[src/rtl/ex_mem_stage.sv]
// Execute stage with the EX/MEM pipeline register.
// Computes the ALU result, maintains the sticky N/Z flags, resolves
// register-target branches/jumps, and registers everything MEM/WB need.
// Supports hazard-unit stall (hold) and flush (bubble).
module ex_mem_stage #(
    parameter int DW = 32,
    parameter int RW = 6
) (
    input  logic          clk,
    input  logic          rst_n,
    input  logic          stall,
    input  logic          flush,
    input  logic          valid_in,
    input  logic          branchN,
    input  logic          branchZ,
    input  logic          jump,
    input  logic          jumpMem,
    input  logic          memRead,
    input  logic          memToReg,
    input  logic          memWrite,
    input  logic          pcReg,
    input  logic [3:0]    aluOp,
    input  logic          regWrt,
    input  logic [RW-1:0] rd,
    input  logic [DW-1:0] rs,
    input  logic [DW-1:0] rt,
    input  logic [DW-1:0] adder,
    output logic          valid_out,
    output logic          memReadout,
    output logic          memToRegout,
    output logic          memWriteout,
    output logic          jumpMemout,
    output logic          regWrtout,
    output logic [RW-1:0] rdOut,
    output logic [DW-1:0] aluOut,
    output logic [DW-1:0] rtOut,
    output logic [DW-1:0] rsOut,
    output logic          takenOut,
    output logic [DW-1:0] targetOut,
    output logic          nFlag,
    output logic          zFlag
);

    logic          r_valid;
    logic          r_mem_read;
    logic          r_mem_to_reg;
    logic          r_mem_write;
    logic          r_jump_mem;
    logic          r_reg_wrt;
    logic [RW-1:0] r_rd;
    logic [DW-1:0] r_alu;
    logic [DW-1:0] r_rt;
    logic [DW-1:0] r_rs;
    logic          r_taken;
    logic [DW-1:0] r_target;
    logic          r_n;
    logic          r_z;

    logic [DW-1:0] w_alu_raw;
    logic [DW-1:0] w_result;
    logic          w_taken;
    logic          w_load;
    logic          w_flag_op;

    // ALU operation select; pcReg overrides with the PC-relative value.
    always_comb begin
        w_alu_raw = '0;
        case (aluOp)
            4'd0:    w_alu_raw = rs;
            4'd1:    w_alu_raw = rs + rt;
            4'd2:    w_alu_raw = rs - rt;
            4'd3:    w_alu_raw = '0 - rs;
            4'd4:    w_alu_raw = rs & rt;
            4'd5:    w_alu_raw = rs | rt;
            4'd6:    w_alu_raw = rs ^ rt;
            4'd7:    w_alu_raw = rt;
            default: w_alu_raw = '0;
        endcase
        w_result = pcReg ? adder : w_alu_raw;
    end

    // Branch decision uses the currently stored flags (pre-update values).
    assign w_taken   = valid_in & (jump | (branchZ & r_z) | (branchN & r_n));
    // A real instruction is loaded only when neither held nor flushed.
    assign w_load    = ~stall & ~flush & valid_in;
    // Only arithmetic/logic ops 1..6 produce flags; pcReg results never do.
    assign w_flag_op = ~pcReg & (aluOp >= 4'd1) & (aluOp <= 4'd6);

    // Pipeline register: reset > stall (hold) > flush/invalid (bubble) > load.
    always_ff @(posedge clk or negedge rst_n) begin
        if (!rst_n) begin
            r_valid      <= 1'b0;
            r_mem_read   <= 1'b0;
            r_mem_to_reg <= 1'b0;
            r_mem_write  <= 1'b0;
            r_jump_mem   <= 1'b0;
            r_reg_wrt    <= 1'b0;
            r_rd         <= '0;
            r_alu        <= '0;
            r_rt         <= '0;
            r_rs         <= '0;
            r_taken      <= 1'b0;
            r_target     <= '0;
        end else if (!stall) begin
            if (w_load) begin
                r_valid      <= 1'b1;
                r_mem_read   <= memRead;
                r_mem_to_reg <= memToReg;
                r_mem_write  <= memWrite;
                r_jump_mem   <= jumpMem;
                r_reg_wrt    <= regWrt;
                r_rd         <= rd;
                r_alu        <= w_result;
                r_rt         <= rt;
                r_rs         <= rs;
                r_taken      <= w_taken;
                r_target     <= w_taken ? rs : '0;
            end else begin
                r_valid      <= 1'b0;
                r_mem_read   <= 1'b0;
                r_mem_to_reg <= 1'b0;
                r_mem_write  <= 1'b0;
                r_jump_mem   <= 1'b0;
                r_reg_wrt    <= 1'b0;
                r_rd         <= '0;
                r_alu        <= '0;
                r_rt         <= '0;
                r_rs         <= '0;
                r_taken      <= 1'b0;
                r_target     <= '0;
            end
        end
    end

    // Sticky condition flags, written only by flag-producing real loads.
    always_ff @(posedge clk or negedge rst_n) begin
        if (!rst_n) begin
            r_n <= 1'b0;
            r_z <= 1'b0;
        end else if (w_load && w_flag_op) begin
            r_n <= w_alu_raw[DW-1];
            r_z <= (w_alu_raw == '0);
        end
    end

    assign valid_out   = r_valid;
    assign memReadout  = r_mem_read;
    assign memToRegout = r_mem_to_reg;
    assign memWriteout = r_mem_write;
    assign jumpMemout  = r_jump_mem;
    assign regWrtout   = r_reg_wrt;
    assign rdOut       = r_rd;
    assign aluOut      = r_alu;
    assign rtOut       = r_rt;
    assign rsOut       = r_rs;
    assign takenOut    = r_taken;
    assign targetOut   = r_target;
    assign nFlag       = r_n;
    assign zFlag       = r_z;

endmodule

[config.mk]
export PLATFORM = sky130hd
export DESIGN_NAME = ex_mem_stage
export DESIGN_NICKNAME = d
export VERILOG_FILES = /design/src/rtl/ex_mem_stage.sv
export SDC_FILE = /design/constraint.sdc
export NUM_CORES = 1
export LEC_CHECK = 0
export ABC_AREA = 1
export BUFFER_PORTS_ARGS = -buffer_cell sky130_fd_sc_hd__buf_2
export CAP_MARGIN = 20
export CELL_PAD_IN_SITES_DETAIL_PLACEMENT = 1
export CELL_PAD_IN_SITES_GLOBAL_PLACEMENT = 2
export CORE_ASPECT_RATIO = 1.1
export CORE_UTILIZATION = 32
export DETAILED_ROUTE_END_ITERATION = 6
export PLACE_DENSITY = 0.93
export SETUP_SLACK_MARGIN = 0.05
export SYNTH_ARGS = -nofsm -noshare
export SYNTH_HDL_FRONTEND = slang
export SYNTH_SLANG_ARGS = --single-unit
[constraint.sdc]
create_clock -name clk -period 4.5 [get_ports clk]
set_input_delay 0.675 -clock clk [delete_from_list [all_inputs] [get_ports clk]]
set_output_delay 0.675 -clock clk [all_outputs]
set_load 0.1 [all_outputs]
# --- Word level (Yosys, flattened, before mapping) ---
# Index checks and enable logic that the tools add are counted.
totals:
  reg_bits: 143
  input_bits: 120
  out_inout_bits: 143
  word_cells: 59
classes:
  addsub: 3
  order_cmp: 2
  eq_ne: 7
  n_mux: 15
  bitwise_logic: 15
  n_reduce_logical: 3
ops:
  columns: ["cell", "n"]
  rows:
  - ["$pmux 32 s8", 1]
  - ["$mux 32", 6]
  - ["$add 32x32->32", 1]
  - ["$and 32x32->32", 1]
  - ["$logic_not 32->1", 1]
  - ["$or 32x32->32", 1]
  - ["$sub 1x32->32 const A", 1]
  - ["$sub 32x32->32", 1]
  - ["$xor 32x32->32", 1]
  - ["$eq 4x3->1 const B", 4]
  - ["$eq 4x2->1 const B", 2]
  - ["$and 1x1->1", 7]
  - ["$mux 1", 7]
  - ["$mux 6", 1]
  - ["$eq 4x1->1 const B", 1]
  - ["$ge 4x1->1 const B", 1]
  - ["$le 4x3->1 const B", 1]
  - ["$logic_not 4->1", 1]
  - ["$not 1->1", 3]
  - ["$or 1x1->1", 2]
  - ["$logic_and 1x1->1", 1]

# --- Logic depth before layout (Yosys ltp) ---
logic_depth:
  word_depth: 6
  ltp_mapped: 28
  mapped_depth_nobuf: 28

# --- Least setup slack after synthesis ---
# OpenSTA, ideal clock, no wires.
synth_timing:
  path_kind: "in2reg"
  start: "input port rt[0]"
  end: "register r_z, in the netlist zFlag"
  setup_ns: 0.068
  arrival_ns: 3.489
  t_required_ns: 4.432
  path_slack_ns: 0.943
  path_stages: 26
  n_path_buf: 0
  cell_sequence: "inv_1 > ha_1 > nand3_1 > nor3_2 > nand2_1 > nor3_2 > nand4_1 > nand2_1 > o21ai_1 > o21bai_1 > xor2_1 > ha_1 > nand2_1 > nor2_1 > and3_1 > and2_1 > nand2_1 > nand2_1 > nand2_1 > nand3_1 > nand2_1 > nor2_1 > nand2_1 > nor2_1 > nand4_1 > nand2_1"
synth_via:
  elab_chain_cells: 3
  elab_cells_between_ends: 7
  classes_between: "add/sub (2); mux (1); bitwise (3); reduce/logical (1)"
synth_lines:
  columns: ["item", "line_no", "text"]
  rows:
  - ["from (decl)", "26", "input logic [DW-1:0] rt,"]
  - ["$sub 32x32->32 (tied with other cells)", "71", "4'd2: w_alu_raw = rs - rt;"]
  - ["$pmux 32 s8 (*)", "68", "case (aluOp)"]
  - ["$logic_not 32->1 (*)", "142", "r_z <= (w_alu_raw == '0);"]
  - ["to (signal assigned)", "142", null]
  - ["to (decl)", "57", "logic r_z;"]
# Every way passes the cells marked *; elsewhere a longest branch is shown, timed or not.
# A chain may end at the register's enable or synchronous reset.

# --- Worst setup path in the final report ---
# Ends and elaborated chain as after synthesis.

==> flow_metrics.tcl <==
set metrics [dict create \
    drc_errors 0 \
    grt_max_degree 144 \
    grt_pass1_vias 14470 \
    leakagePower_uw 0.008285 \
    start_kind "input pin" \
    mostFrequentLayoutCell "nand2_1" \
    drive_gt1_frac 0.1772 \
    drt-total-wl_um 55650 \
    placed_area_um2 14210 \
    synth.largest_area_cell "dfrtp_1" \
    min_period_over_period 0.9096 \
    fin_tns_setup_ps 0 \
    rr_startpoint "zFlag$_DFFE_PN0P_" \
    antenna_found_initial 4 \
    fillCellCount 5083 \
    yosysSeqAreaShare 0.2886 \
    hold_viol 0 \
    clk_latency_ps 470 \
    vias 13980 \
    reg2reg_depth 3 \
    wl_per_cell_um 20.74 \
    finClkSkew_ps 12.63 \
    synth_fp_nets 2148 \
    ys_warn_count 0 \
    min_period_ps 4093 \
    tightest_slew_ps 983.5 \
    gp_congestion 0.9438 \
    path_max_fanout 5 \
    post_cts_buffers 0 \
    start_util 0.3246 \
    max-slew-margin-rel 0.3383 \
    drv_cap 0 \
    cts_inserted_buffers 17 \
    synth_top_area_frac 0.2886 \
    r2r_setup_slack_ps 2390 \
    cts_tree "yes" \
    slew_viol_final 0 \
    area_delta_synth_final_pct 19.82 \
    dp_slack_ps -169.8 \
    grt_overflow 0 \
    p_per_area_nw_per_um2 311.5 \
    max_clock_freq_mhz 244.3 \
    clkTransAtPathRegs_ps 70 \
    firstDrtPassIters 5 \
    critPathKind "input pin to flip-flop" \
    die-area_um2 39540 \
    num_rows 75 \
    synth-edff-count 0 \
    worstPathRequired_ps 4910 \
    r2r-end "targetOut[22]$_DFFE_PN0N_" \
    finalPower_uw 4627 \
    arrival_ps 4500 \
    syn-cell-area_um2 12400 \
    grt.total_usage 0.2836 \
    synth_seq_cells 143 \
    htree_levels 4 \
    fin_ws_ps 406.6 \
    core_region_area_um2 38190 \
    irDropWorstVdd_v 0.0002982 \
    drt_first_iter_violations 872 \
    postSynth.topFlopCell "dfrtp_1" \
    rsz0062_at_grt "no" \
    synth-async-reset-ratio 1.000 \
    dp_hpwl_um 44120 \
    layout_common_cells "nand2_1 (636), buf_2 (260), inv_1 (243)" \
    ant_nets 0 \
    ys_top_cells_by_area "dfrtp_1 (29%), nand2_1 (19%), ha_1 (9.8%), inv_1 (7.4%), o21ai_0 (6.3%)" \
    avgSynthCellArea_um2 6.424 \
    grt_pass1_wl_um 84950 \
    die_y_um 208.4 \
    final_nets 2383 \
    hold_class "input pin to asynchronous set/reset pin" \
    stdcell_area_um2 14860 \
    synth_cell_types 49 \
    clockRootBuffer "clkbuf_16" \
    hold_buffers 0 \
    status "finished, final reports clean" \
    netlist_instances 1930 \
    io_pins 263 \
    cts_sinks 143 \
    cts-resized-gates 0 \
    place.port_buffers 262 \
    via_per_inst 5.210 \
    end_kind "flip-flop" \
    clockBufferDepth 2 \
    die-width_um 189.7 \
    setup_violations 0 \
]
[worst max path at each step]
stage / startpoint / endpoint / slack [ps]
after detailed placement: rt[0] / zFlag$_DFFE_PN0P_ / -170
after CTS: rt[0] / zFlag$_DFFE_PN0P_ / 310
after global placement: rt[0] / zFlag$_DFFE_PN0P_ / -170
after floorplan: rt[0] / zFlag$_DFFE_PN0P_ / 940
after global routing: rt[0] / zFlag$_DFFE_PN0P_ / 70
final: rt[0] / zFlag$_DFFE_PN0P_ / 410
[power by group]
part | total (uW) | internal [uW] | switching [uW] | leakage (uW)
logic | 1690 | 365 | 1320 | 0.00604
clock network | 1540 | 904 | 639 | 0.000305
registers | 1400 | 1360 | 40.1 | 0.00194
total | 4630 | 2620 | 2000 | 0.00829
[logic make-up (layout without fill, tap and decap cells)]
group           Yosys count  in the layout  synth area share
compound gates          271            271            0.1252
xor+xnor                 32             32           0.02261
fa+ha+maj                98             98           0.09951
buf+inv                 328            576            0.1038
flops                   143            143            0.2886
other cells               0              5                 0
simple gates           1058           1058            0.3602
[worst max-delay path: stages]
cell	delay [ps]
buf_2	130
inv_1	120
ha_1	190
nand3_1	120
nor3_2	140
nand2_1	160
nor3_4	190
nand4_1	200
nor3b_1	280
nor2_1	110
xor2_1	150
ha_1	370
nand2_1	120
inv_1	60
nand2_1	100
inv_1	60
nand2_1	60
nand2_1	70
a21oi_1	260
nand3_1	110
nand3_1	180
nand2_1	130
nor2_1	120
nand2_1	60
nor2_1	120
nand4_1	100
nand2_1	100
[Yosys cell counts (all sizes together) (3+ instances only)]
library cell	count
xor2	31
a211oi	6
dfrtp	143
nand4	34
nor2	219
inv	263
buf	23
nand3b	7
a32o	17
o211ai	5
a31oi	4
nand2	646
ha	97
a22o	12
nor3	22
or2	6
o21ai	186
a21oi	32
and3	3
nand3	113
clkbuf	40
and2	4
[per-stage QoR]
| step | std cells | hold slack [ps] | utilization |
|---|---|---|---|
| 6_report | 2683 | 271.3 | 0.3890 |
| 5_1_grt | 2683 | 355.6 | 0.3890 |
| 4_1_cts | 2678 | 362.2 | 0.3880 |
| 3_5_place_dp | 2646 | 464.2 | 0.3720 |
| 3_3_place_gp | 2646 | 460.2 | 0.3720 |
| 2_1_floorplan | 1930 | 379.4 | - |
[area by class of cell]
class	count	area (um^2)	area share
timing repair buffer	279	1460	0.09829
multi-input combinational	1459	7570	0.5096
tap	500	625.6	0.04211
inverter	265	994.7	0.06696
sequential	143	3578	0.2409
clock inverter	12	157.7	0.01061
antenna	5	12.51	0.0008422
clock buffer	20	456.7	0.03074
[registers in the layout, indices dropped and copies added, names as in the netlist]
| signal | count |
|---|---|
| rdOut | 6 |
| rtOut | 32 |
| targetOut | 32 |
| memToRegout | 1 |
| memReadout | 1 |
| rsOut | 32 |
| aluOut | 32 |
| nFlag | 1 |
| jumpMemout | 1 |
| memWriteout | 1 |
| zFlag | 1 |
| regWrtout | 1 |
| takenOut | 1 |
| valid_out | 1 |
[per-layer routing]
layer | global-route usage | up-vias | share of wire
li1 | - | 6629 | -
met1 | 0.3705 | 6852 | 0.44
met2 | 0.4660 | 405 | 0.47
met3 | 0.04065 | 92 | 0.055
met4 | 0.1160 | 0 | 0.036
met5 | 0 | - | 0
Note: power is estimated with default switching activity, not from simulation.
